### config.mk
export PLATFORM = sky130hd
export DESIGN_NAME = fetch_unit
export DESIGN_NICKNAME = d
export VERILOG_FILES = /design/src/rtl/fetch_pkg.sv /design/src/rtl/fetch_unit_pc_incr.sv /design/src/rtl/fetch_unit.sv
export SDC_FILE = /design/constraint.sdc
export NUM_CORES = 1
export LEC_CHECK = 0
export ABC_AREA = 1
export CORE_MARGIN = 1.5
export CORE_UTILIZATION = 30
export CTS_CLUSTER_SIZE = 20
export DETAILED_ROUTE_END_ITERATION = 10
export GPL_ROUTABILITY_DRIVEN = 0
export SETUP_SLACK_MARGIN = 0.3
export SLEW_MARGIN = 0
export SYNTH_ARGS = -nofsm -noshare
export SYNTH_HDL_FRONTEND = slang
export SYNTH_SLANG_ARGS = --single-unit
### constraint.sdc
create_clock -name clk -period 2.67 [get_ports clk]
set_input_delay 0.4005 -clock clk [delete_from_list [all_inputs] [get_ports clk]]
set_output_delay 0.4005 -clock clk [all_outputs]
set_load 0.005 [all_outputs]
### src/rtl/fetch_pkg.sv
// Shared types and constants for the instruction fetch stage.
package fetch_pkg;

   typedef enum logic [1:0] {
      S_FETCH  = 2'd0,
      S_WAIT   = 2'd1,
      S_HOLD   = 2'd2,
      S_HALTED = 2'd3
   } fetch_state_e;

   localparam logic [3:0]  HALT_OPCODE_DEF = 4'hF;
   localparam logic [15:0] PC_INC          = 16'd2;

endpackage

### src/rtl/fetch_unit_pc_incr.sv
// Combinational next-sequential-PC adder (wraps modulo 2^16).
module pc_incr
   import fetch_pkg::*;
(
   input  logic [15:0] pc_in,
   output logic [15:0] pc_out
);

   assign pc_out = pc_in + PC_INC;

endmodule

### src/rtl/fetch_unit.sv
// Instruction fetch stage: memory handshake FSM, one-word hold buffer, IF/ID register.
// Optional delivered-instruction counter enabled by defining FETCH_PERF_CNT_EN.
module fetch_unit
   import fetch_pkg::*;
#(
   parameter logic [3:0]  HALT_OPCODE = HALT_OPCODE_DEF,
   parameter logic [15:0] RST_PC      = 16'h0000
) (
   input  logic        clk,
   input  logic        rst,
   input  logic [15:0] pc_current,
   output logic [15:0] pc_new,
   input  logic        branch_taken,
   input  logic [15:0] branch_target,
   input  logic        stall,
   output logic        imem_req,
   output logic [15:0] imem_addr,
   input  logic        imem_ready,
   input  logic [15:0] imem_data,
   output logic        ifid_valid,
   output logic [15:0] ifid_instr,
   output logic [15:0] ifid_pc_plus2,
   output logic        halted,
   output logic [15:0] fetch_count
);

   fetch_state_e state_q, state_d;
   logic [15:0]  addr_q, addr_d;
   logic [15:0]  hold_q, hold_d;
   logic         drop_q, drop_d;
   logic         ifid_valid_q, ifid_valid_d;
   logic [15:0]  ifid_instr_q, ifid_instr_d;
   logic [15:0]  ifid_pc_plus2_q, ifid_pc_plus2_d;

   logic         deliver;
   logic [15:0]  dlv_word;
   logic [15:0]  dlv_addr;
   logic [15:0]  dlv_addr_p2;

   pc_incr u_pc_incr (
      .pc_in  (dlv_addr),
      .pc_out (dlv_addr_p2)
   );

   always_comb begin
      state_d         = state_q;
      addr_d          = addr_q;
      hold_d          = hold_q;
      drop_d          = drop_q;
      ifid_valid_d    = stall ? ifid_valid_q : 1'b0;
      ifid_instr_d    = ifid_instr_q;
      ifid_pc_plus2_d = ifid_pc_plus2_q;
      imem_req        = 1'b0;
      imem_addr       = pc_current;
      pc_new          = pc_current;
      deliver         = 1'b0;
      dlv_word        = imem_data;
      dlv_addr        = pc_current;

      case (state_q)
         S_FETCH: begin
            imem_req = !stall;
            if (!stall) begin
               if (imem_ready) begin
                  deliver = 1'b1;
               end else begin
                  addr_d  = pc_current;
                  state_d = S_WAIT;
               end
            end
         end
         S_WAIT: begin
            imem_req  = 1'b1;
            imem_addr = addr_q;
            dlv_addr  = addr_q;
            if (imem_ready) begin
               if (drop_q) begin
                  drop_d  = 1'b0;
                  state_d = S_FETCH;
               end else if (!stall) begin
                  deliver = 1'b1;
                  state_d = S_FETCH;
               end else begin
                  hold_d  = imem_data;
                  state_d = S_HOLD;
               end
            end
         end
         S_HOLD: begin
            dlv_addr = addr_q;
            dlv_word = hold_q;
            if (!stall) begin
               deliver = 1'b1;
               state_d = S_FETCH;
            end
         end
         default: ;
      endcase

      // A halt word still enters IF/ID but freezes the PC at its own address.
      if (deliver) begin
         ifid_valid_d    = 1'b1;
         ifid_instr_d    = dlv_word;
         ifid_pc_plus2_d = dlv_addr_p2;
         if (dlv_word[15:12] == HALT_OPCODE) begin
            state_d = S_HALTED;
         end else begin
            pc_new = dlv_addr_p2;
         end
      end

      if (branch_taken) begin
         pc_new          = branch_target;
         ifid_valid_d    = 1'b0;
         ifid_instr_d    = ifid_instr_q;
         ifid_pc_plus2_d = ifid_pc_plus2_q;
         hold_d          = 16'h0000;
         // An in-flight read must still be drained; mark it for discard.
         if (state_q == S_WAIT && !imem_ready) begin
            state_d = S_WAIT;
            drop_d  = 1'b1;
         end else begin
            state_d = S_FETCH;
            drop_d  = 1'b0;
         end
      end

      if (rst) begin
         imem_req = 1'b0;
         pc_new   = RST_PC;
      end
   end

   always_ff @(posedge clk) begin
      if (rst) begin
         state_q         <= S_FETCH;
         addr_q          <= 16'h0000;
         hold_q          <= 16'h0000;
         drop_q          <= 1'b0;
         ifid_valid_q    <= 1'b0;
         ifid_instr_q    <= 16'h0000;
         ifid_pc_plus2_q <= 16'h0000;
      end else begin
         state_q         <= state_d;
         addr_q          <= addr_d;
         hold_q          <= hold_d;
         drop_q          <= drop_d;
         ifid_valid_q    <= ifid_valid_d;
         ifid_instr_q    <= ifid_instr_d;
         ifid_pc_plus2_q <= ifid_pc_plus2_d;
      end
   end

   assign ifid_valid    = ifid_valid_q;
   assign ifid_instr    = ifid_instr_q;
   assign ifid_pc_plus2 = ifid_pc_plus2_q;
   assign halted        = (state_q == S_HALTED);

`ifdef FETCH_PERF_CNT_EN
   logic [15:0] fetch_count_q, fetch_count_d;

   always_comb begin
      fetch_count_d = fetch_count_q;
      if (deliver && !branch_taken && fetch_count_q != 16'hFFFF) begin
         fetch_count_d = fetch_count_q + 16'd1;
      end
   end

   always_ff @(posedge clk) begin
      if (rst) begin
         fetch_count_q <= 16'h0000;
      end else begin
         fetch_count_q <= fetch_count_d;
      end
   end

   assign fetch_count = fetch_count_q;
`else
   assign fetch_count = 16'h0000;
`endif

endmodule

After elaboration in Yosys (flattened, before gate mapping)
Cells that the tools add are included.
{"block": "classes", "bitwise_logic": 4, "muxes": 32, "add_sub_neg": 1, "n_reduce_logical": 12, "eq_ne": 5}
{"op": "two-way mux 16 bit", "n": 7}
{"op": "two-way mux 2 bit", "n": 9}
{"op": "adder 16 x 2 -> 16 bit (second input constant)", "n": 1}
{"op": "two-way mux 1 bit", "n": 13}
{"op": "case mux 2 bit (3 select lines)", "n": 1}
{"op": "== test 2 bit (second input constant)", "n": 2}
{"op": "== test 4 bit (second input constant)", "n": 1}
{"op": "NOT 1 bit", "n": 4}
{"op": "AND reduction 2 bit", "n": 2}
{"op": "AND reduction 4 bit", "n": 1}
{"op": "nonzero test 2 bit", "n": 2}
{"op": "OR reduction 2 bit", "n": 2}
{"op": "case mux 1 bit (3 select lines)", "n": 1}
{"op": "AND reduction 3 bit", "n": 1}
{"op": "== test 2 x 1 -> 1 bit (second input constant)", "n": 1}
{"op": "logical NOT 1 bit", "n": 2}
{"op": "logical NOT 2 bit", "n": 1}
{"op": "inequality test 2 x 1 -> 1 bit (second input constant)", "n": 1}
{"op": "case mux 1 bit (2 select lines)", "n": 1}
{"op": "logical AND 1 bit", "n": 1}
{"block": "totals", "register_bits": 68, "output_inout_bits": 83, "word_cells": 61, "in_bits": 53}

Depth between registers and ports, before layout
Gate-level depths: netlist of run 1.
{"block": "logic_depth", "word_depth": 8, "mapped_depth": 17, "ltp_nobuf": 15}

Modules after synthesis
Synthesis of run 1 repeated with hierarchy kept, for this count alone.
{"block": "unflattened", "cells_unflattened": 654, "hier_area_um2": 4101.4}
{"module": "fetch_unit", "area_each_um2": 3732.3, "instances": 1, "seq_area_each_um2": 1361.3, "cells_each": 583}
{"module": "pc_incr", "area_each_um2": 369.1, "instances": 1, "seq_area_each_um2": 0.0, "cells_each": 71}

Worst setup path after synthesis of run 1
No wires, ideal clock.
{"block": "synth_timing", "path_kind": "flip-flop to output port", "startpoint": "register state_q[0]", "endpoint": "output pc_new[11]", "t_required_ns": 2.270, "arrival_time_ns": 1.989, "path_slack_ns": 0.280, "path_buffers": 2, "path_stages_with_launch": 18, "path_cell_list": "dfxtp_1 -> inv_1 -> ha_1 -> buf_6 -> inv_2 -> buf_6 -> nand2_1 -> nand2_2 -> ha_1 -> inv_1 -> nor2_1 -> nand2_1 -> nor2_1 -> nand3_1 -> nand2_1 -> nand2_1 -> nand2_1 -> nand2_1"}
{"block": "synth_between", "elab_chain_len": 8, "elab_cells_between_ends": 13, "classes_between": "add/sub (1); eq/ne (3); mux (7); reduce/logical (2)"}
{"element": "from (decl)", "line": "fetch_unit.sv:27", "text": "fetch_state_e state_q, state_d;"}
{"element": "from (signal assigned)", "line": "fetch_unit.sv:144", "text": "state_q <= state_d;"}
{"element": "== test 2 x 1 -> 1 bit or == test 2 bit (tied branches)", "line": "fetch_unit.sv:60", "text": "case (state_q)"}
{"element": "OR reduction 2 bit (no line)"}
{"element": "two-way mux 16 bit", "line": "fetch_unit.sv:60"}
{"element": "adder 16 x 2 -> 16 bit", "line": "fetch_unit_pc_incr.sv:9", "text": "assign pc_out = pc_in + PC_INC;"}
{"element": "two-way mux 16 bit", "line": "fetch_unit.sv:105", "text": "if (dlv_word[15:12] == HALT_OPCODE) begin"}
{"element": "two-way mux 16 bit (*)", "line": "fetch_unit.sv:101", "text": "if (deliver) begin"}
{"element": "two-way mux 16 bit (*)", "line": "fetch_unit.sv:112", "text": "if (branch_taken) begin"}
{"element": "two-way mux 16 bit (*)", "line": "fetch_unit.sv:128", "text": "if (rst) begin"}
{"element": "to (decl)", "line": "fetch_unit.sv:12", "text": "output logic [15:0] pc_new,"}
Mark *: on every way between the ends. The rest lies on a longest branch, timed or not.

Final worst setup path of run 1
{"block": "layout_timing", "startpoint": "register state_q[1]", "endpoint": "register ifid_pc_plus2_q[14] (netlist: ifid_pc_plus2[14])"}
{"block": "layout_between", "elab_chain_len": 4, "elab_cells_between_ends": 8, "classes_between": "add/sub (1); eq/ne (2); mux (2); reduce/logical (3)"}
{"element": "== test 2 x 1 -> 1 bit or == test 2 bit (tied branches)", "line": "fetch_unit.sv:60"}
{"element": "OR reduction 2 bit (no line)"}
{"element": "two-way mux 16 bit", "line": "fetch_unit.sv:60"}
{"element": "adder 16 x 2 -> 16 bit", "line": "fetch_unit_pc_incr.sv:9"}
{"element": "to (signal assigned)", "line": "fetch_unit.sv:150", "text": "ifid_pc_plus2_q <= ifid_pc_plus2_d;"}
{"element": "to (decl)", "line": "fetch_unit.sv:33", "text": "logic [15:0] ifid_pc_plus2_q, ifid_pc_plus2_d;"}
Several ways; a longest one is shown, not always the timed one.
A chain may end at the register's enable or synchronous reset.

==> summary.txt, run 1 <==
Cells and area
  • Area delta synth->final: 95.1%
  • Ant diodes: 0
  • Share of post-route cells with drive strength above 1: 39.7%
  • Nets: 1011
  • Post-route insts no fill: 1133
  • Post-route cell area: 7990 um2
  • Fill cells: 1125

Critical path
  • Most used cell, CP: buf_4
  • Critical path arrival: 3260 ps
  • Nature of the critical path endpoint: register
  • Worst Setup Start Kind: register
  • Reg2reg start: state_q[1]$_SDFF_PP0_
  • Crit path largest cell delay: 370 ps
  • Crit-path max FO: 7
  • Critical path's slowest cell: ha_4
  • Req. time, crit path: 2970 ps
  • Worst R2R Path Depth: 24
  • Crit path capture: ifid_pc_plus2[14]$_SDFFE_PP0P_
  • R2R Path End: ifid_pc_plus2[14]$_SDFFE_PP0P_
  • Worst setup path startpoint: state_q[1]$_SDFF_PP0_
  • Cell Chain, Critical Path: inv_2, ha_4, buf_6, buf_6, nand2_2, nand2_4, inv_4, nand2_4, buf_6, nor2_4, nand3_2, nand2_2, buf_4, buf_4, buf_4, buf_4, buf_4, buf_4, buf_4, buf_4, buf_4, nand3_2, nand2_1, inv_1
  • Worst Setup Path Type: reg -> reg
  • R2r setup slk: -290 ps

Clock tree
  • Num CTS Buffers: 9
  • Clock buffer depth: 2
  • Total clock sinks: 68
  • Post-CTS Hold Fix Bufs: 0
  • Reg clk slew, reported paths: 60 ps
  • Clk Latency, worst-skew pair: 350 ps
  • TritonCTS clock tree: yes
  • CTS root buf: clkbuf_16
  • H-tree depth: 3

Run status
  • Status: complete, but fails checks
  • Failing checks: setup timing

STA
  • Min Tclk post-route: 2960 ps
  • Clock Skews: 5.73 ps
  • Period utilisation layout: 111%
  • Fmax: 338 MHz
  • Final Hold Fails: 0
  • Setup TNS: -2530 ps
  • Setup violations, final: 18
  • Final Slew Violations: 0
  • Final worst setup slack: -293 ps
  • Unrepaired setup endpoints after global routing: true

Synth
  • Xor and xnor fraction of the mapped netlist area: 0.214%
  • Synth Area in Simple Gates: 27.4%
  • Post-synthesis mux area share: 0%
  • Seq/Total Area, Yosys: 33.3%
  • Synthesized area: 4090 um2
  • Yosys reg bits: 68
  • Compound-Gate Fraction of Synth Area: 23.5%
  • Netlist cell types: 33
  • Adder-Cell Fraction of Synth Area: 1.53%
  • Synthesized area per cell: 6.22 um2
  • Cell count after synthesis: 658
  • Largest family of logic cells by synthesized area: simple AND/OR/NAND/NOR gates
  • Synth warn: 0

Place
  • Dpl cells: 1008
  • Area after DPL: 5940 um2
  • Detailed Place HPWL: 10.1 mm
  • PortBufs: 119
  • Place WS: -343 ps

Floorplanning
  • Starting density of the core: 30.8%
  • # rows: 42
  • Ports: 136
  • Core area: 13300 um2
  • Chip height: 120 um
  • Die Width: 120 um
  • Full die area: 14400 um2

Drt
  • Metal3 WL: 1.16 mm
  • Wire length on met1: 7.01 mm
  • Antenna Nets Post-Route: 0
  • 1st-iter DRT viols: 464
  • Avg WL per Cell: 16.1 um
  • Vias per cell: 4.93
  • Max layer used: met4
  • Met2 wire length: 8.89 mm
  • WL final: 18.3 mm
  • DRC: 0
  • Pre-Repair DR Iteration Count: 5
  • Vias: 5585

GRT
  • Initial antenna violation count: 0
  • Total grt overflow: 0
  • Vias in the first global route: 5233
  • Largest net degree at the start of global routing: 46
  • Gr usage total: 23.0%
  • First-pass GRT wire length: 25.6 mm

Job
  • MaxCap Viol Count: 0

Power and ir drop
  • Worst VDD drop: 0.279 mV
  • Lkg Pwr: 3.68 nW
  • PnR Total Power: 3.40 mW
  • PD cells: 426 nW/um2

Min path
  • Hold wc startpoint: ifid_instr[13]$_SDFFE_PP0P_
  • Hold Path Class: reg -> reg
[report_power, final]
part / internal, mW / switching (mW) / leakage [nW]
clock: 0.717 / 0.482 / 0.134
sequential: 1.07 / 0.0321 / 0.556
combinational: 0.560 / 0.547 / 2.99
total: 2.34 / 1.06 / 3.68
[state kept, by name, summed over array words and instances (netlist names)]
signal         flops
ifid_instr        16
state_q            2
addr_q            16
drop_q             1
ifid_valid         1
ifid_pc_plus2     16
hold_q            16
[layer usage]
layer  track usage (%)  up-vias
met5                 0        -
li1                  -     2678
met4              12.4        0
met1              25.9     2535
met2              39.7      273
met3              5.75       99
[timing repair]
action                                  in CTS  in global routing
endpoints found under the setup margin      49                 47
gates resized for setup                    285                 82
buffers inserted                            74                 32
gates cloned                                 3                  1
pin swaps                                   76                 50
[critical path: cells and delay by family, from the launching register on]
kind | cells | cell delay, ps
buf+inv | 15 | 1600
flops | 1 | 330
fa+ha+maj | 1 | 370
simple gates | 8 | 590
[Yosys cell counts]
master / number / area [um2]
a31oi_1: 1 / 6.26
dfxtp_1: 68 / 1360
nand2_1: 181 / 679
nand2_4: 1 / 11.3
ha_1: 5 / 62.6
inv_1: 72 / 270
nor2_4: 2 / 22.5
o31ai_1: 1 / 7.51
nor2_1: 61 / 229
o21ai_1: 6 / 30.0
buf_6: 3 / 33.8
nand4_1: 4 / 25.0
inv_2: 2 / 7.51
buf_2: 7 / 35.0
a21oi_2: 5 / 43.8
nand3_1: 23 / 115
buf_8: 1 / 15.0
buf_1: 2 / 7.51
a21o_1: 2 / 15.0
xor2_1: 1 / 8.76
a21oi_1: 51 / 255
o211ai_1: 2 / 15.0
o21ai_0: 104 / 521
nand2_2: 2 / 12.5
nor2_2: 4 / 25.0
a211oi_1: 4 / 30.0
conb_1: 1 / 3.75
clkinv_1: 1 / 3.75
clkbuf_2: 1 / 5.00
clkbuf_1: 17 / 63.8
o21bai_1: 1 / 7.51
buf_4: 18 / 135
o21a_1: 4 / 30.0
[area by class of cell]
type / instances / area, um2 / area share (%)
clock buffers: 9 / 225 / 2.82
clock inverters: 6 / 66.3 / 0.830
inverters: 75 / 310 / 3.88
multi-input cells: 482 / 2960 / 37.1
flip-flops and latches: 68 / 1360 / 17.1
well taps: 176 / 220 / 2.76
repair buffers: 316 / 2830 / 35.5
repair inverters: 1 / 7.51 / 0.0940
[per-stage QoR]
| step | hold slack (ps) | util, % |
|---|---|---|
| finish | 461 | 60.1 |
| global route | 483 | 60.1 |
| CTS | 461 | 56.1 |
| detailed placement | 453 | 44.7 |
| global placement | 450 | 44.7 |
| floorplan | 439 | - |
[layout by cell type (no fill, tap or decap), drive strengths merged, types with 2 or more instances in the layout]
master | synthesis | final
dlygate4sd2 | 0 | 16
a211oi | 4 | 4
o21ai | 110 | 110
nand2 | 184 | 185
clkinv | 1 | 3
conb | 1 | 16
nor2 | 67 | 67
buf | 31 | 211
nand3 | 23 | 23
clkinvlp | 0 | 5
a21oi | 56 | 56
clkbuf | 18 | 9
dfxtp | 68 | 68
clkdlybuf4s50 | 0 | 86
a21o | 2 | 2
o21a | 4 | 4
nand4 | 4 | 4
ha | 5 | 5
inv | 74 | 73
o211ai | 2 | 2
[how the worst min path moves through the flow]
stage / end / depth (start not counted)
after global placement: ifid_instr[13]$_SDFFE_PP0P_ / 2
after global routing: ifid_pc_plus2[1]$_SDFFE_PP0P_ / 2
final: ifid_instr[13]$_SDFFE_PP0P_ / 2
after detailed placement: ifid_instr[13]$_SDFFE_PP0P_ / 2
after CTS: ifid_instr[13]$_SDFFE_PP0P_ / 2
after floorplan: addr_q[1]$_SDFFE_PP0P_ / 2
[kinds of logic (layout without fill, tap and decap cells)]
logic type      after synthesis  in the layout
simple gates                278            279
compound gates              181            181
buf+inv                     124            407
flops                        68             68
fa+ha+maj                     5              5
other cells                   1             16
xor+xnor                      1              1
No activity file was read; power rests on OpenSTA's default activity.
==> run 2: changes to the inputs <==
--- a/config.mk
+++ b/config.mk
@@ -6,6 +6,7 @@
 export NUM_CORES = 1
 export LEC_CHECK = 0
 export ABC_AREA = 1
+export CORE_ASPECT_RATIO = 1.1
 export CORE_MARGIN = 1.5
 export CORE_UTILIZATION = 30
 export CTS_CLUSTER_SIZE = 20
==> run 2 against run 1 <==
Compared with the run above: the run still ends with setup timing left; clock power up 6%; global-route usage up 5.2 points; clock skew up 1.4 ps; sequential power about the same; critical endpoint is now ifid_pc_plus2[13]$_SDFFE_PP0P_; routed wire length up 30%; maximum frequency down 8.7%; clock-buffer cell count up 1; critical path depth down 3; first-iteration DRC count up 14%; via count up 10%; highest routed layer unchanged.
==> summary.txt, run 2 (synthesis gave the netlist of run 1 again) <==
GRT
  • First-pass GRT wire length: 31.1 mm
  • Total grt overflow: 0
  • Gr usage total: 28.2%
  • Initial antenna violation count: 0
  • Vias in the first global route: 6002
  • Largest net degree at the start of global routing: 44

Min path
  • Hold path cells: 2
  • Hold Path Class: reg -> reg

STA
  • Max-slew headroom: 55.6%
  • Clock Skews: 7.12 ps
  • Min Tclk post-route: 3240 ps
  • Final worst setup slack: -574 ps
  • Worst Tran Pin Value: 666 ps
  • Fmax: 308 MHz
  • Setup TNS: -5240 ps
  • Setup violations, final: 22
  • Final Hold Fails: 0
  • Period utilisation layout: 121%
  • Final Slew Violations: 0
  • Unrepaired setup endpoints after global routing: true

Cells and area
  • Ant diodes: 0
  • Util after Layout: 66.4%
  • Area delta synth->final: 115%
  • Most common cell after layout, fill and taps aside: buf_4
  • Share of post-route cells with drive strength above 1: 45.1%
  • Fill cells: 951
  • Most frequent cells in the layout: 157 x buf_4, 104 x nand2_1, 87 x clkdlybuf4s50_1
  • Nets: 1062

Drt
  • Avg WL per Cell: 19.8 um
  • WL final: 23.7 mm
  • DRC: 0
  • 1st-iter DRT viols: 531
  • Vias: 6166
  • Vias per cell: 5.17
  • Antenna Nets Post-Route: 0
  • Pre-Repair DR Iteration Count: 5

Place
  • Place WS: -294 ps
  • Detailed Place HPWL: 10.2 mm
  • PortBufs: 119

Clock tree
  • TritonCTS clock tree: yes
  • Total clock sinks: 68
  • Clock buffer depth: 2
  • Reg clk slew, reported paths: 60 ps
  • Post-CTS Hold Fix Bufs: 0
  • Clk Latency, worst-skew pair: 350 ps
  • H-tree depth: 3
  • CTS root buf: clkbuf_16
  • Num CTS Buffers: 9

Critical path
  • CP top delay family: buffers and inverters
  • Worst Setup Path Type: reg -> reg
  • Critical path arrival: 3540 ps
  • Most used cell, CP: buf_6
  • Critical path's slowest cell: ha_4
  • Buf+Inv Stages, Crit Path: 13
  • Crit path largest cell delay: 380 ps
  • Cell Chain, Critical Path: inv_2, ha_4, buf_6, nand2_1, nand2_2, nand2_4, nor2_4, nand4_1, buf_4, buf_6, buf_6, buf_6, buf_6, buf_6, buf_6, buf_6, buf_6, buf_6, nand3_2, nand2_1, inv_1
  • Worst R2R Path Depth: 21
  • Crit path depth: 21
  • Worst Setup Start Kind: register
  • Req. time, crit path: 2970 ps
  • Crit-path max FO: 8
  • Nature of the critical path endpoint: register

Floorplanning
  • Die Width: 114 um
  • Ports: 136
  • Starting density of the core: 30.9%
  • Core area: 13300 um2
  • Chip height: 126 um
  • # rows: 44
  • Full die area: 14400 um2

Power and ir drop
  • PD cells: 418 nW/um2
  • Lkg Pwr: 4.05 nW
  • Worst VDD drop: 0.362 mV

Job
  • MaxCap Viol Count: 0

Run status
  • Failing checks: setup timing
  • Status: complete, but fails checks
==> run 2: power by group <==
group | switching (mW) | total (mW) | internal (mW)
Sequential | 0.0348 | 1.10 | 1.07
Clock | 0.513 | 1.27 | 0.755
Combinational | 0.656 | 1.32 | 0.661
Total | 1.20 | 3.69 | 2.48
==> run 2: path summary, 6_finish.rpt <==
| check | startpoint | slack [ps] | to |
|---|---|---|---|
| hold reg to reg | ifid_pc_plus2[1]$_SDFFE_PP0P_ | 470 | ifid_pc_plus2[1]$_SDFFE_PP0P_ |
| setup reg to reg | state_q[1]$_SDFF_PP0_ | -570 | ifid_pc_plus2[13]$_SDFFE_PP0P_ |
| hold / removal | ifid_pc_plus2[1]$_SDFFE_PP0P_ | 470 | ifid_pc_plus2[1]$_SDFFE_PP0P_ |
| setup / recovery | state_q[1]$_SDFF_PP0_ | -570 | ifid_pc_plus2[13]$_SDFFE_PP0P_ |
==> run 2: stage by stage <==
step	instance area, um2	total power [mW]	instances	hold slack [ps]
final	8810	3.69	1193	467
after global routing	8810	3.82	1193	484
after CTS	8060	3.39	1168	467
after detailed placement	5950	1.84	1011	457
after global placement	5950	1.84	1011	452
after floorplan	4150	1.43	673	439
==> run 2: layer usage <==
layer	GRT usage [%]	routed length, um
met5	0	0
met4	21.2	2120
met3	7.61	2510
met2	45.6	11000
met1	31.3	8060
==> run 2: worst min-delay path, stage by stage, from the launching register on <==
cell and delay [ps]:
dfxtp_1 310, nand2_1 60, a21oi_1 50
==> run 2: final cells by class <==
| cell class | count | area, um2 | share of cell area (%) |
|---|---|---|---|
| tap | 184 | 230 | 2.61 |
| sequential | 68 | 1360 | 15.5 |
| multi-input combinational | 481 | 3160 | 35.9 |
| timing repair buffer | 369 | 3450 | 39.1 |
| clock inverter | 6 | 71.3 | 0.809 |
| inverter | 75 | 299 | 3.39 |
| clock buffer | 10 | 239 | 2.71 |
==> run 2: repair_timing <==
| item | 4_1_cts | 5_1_grt |
|---|---|---|
| setup buffers | 137 | 25 |
| resized for setup | 295 | 139 |
| cloned | 4 | 0 |
| setup endpoints to repair | 33 | 25 |
| pin swaps | 91 | 75 |
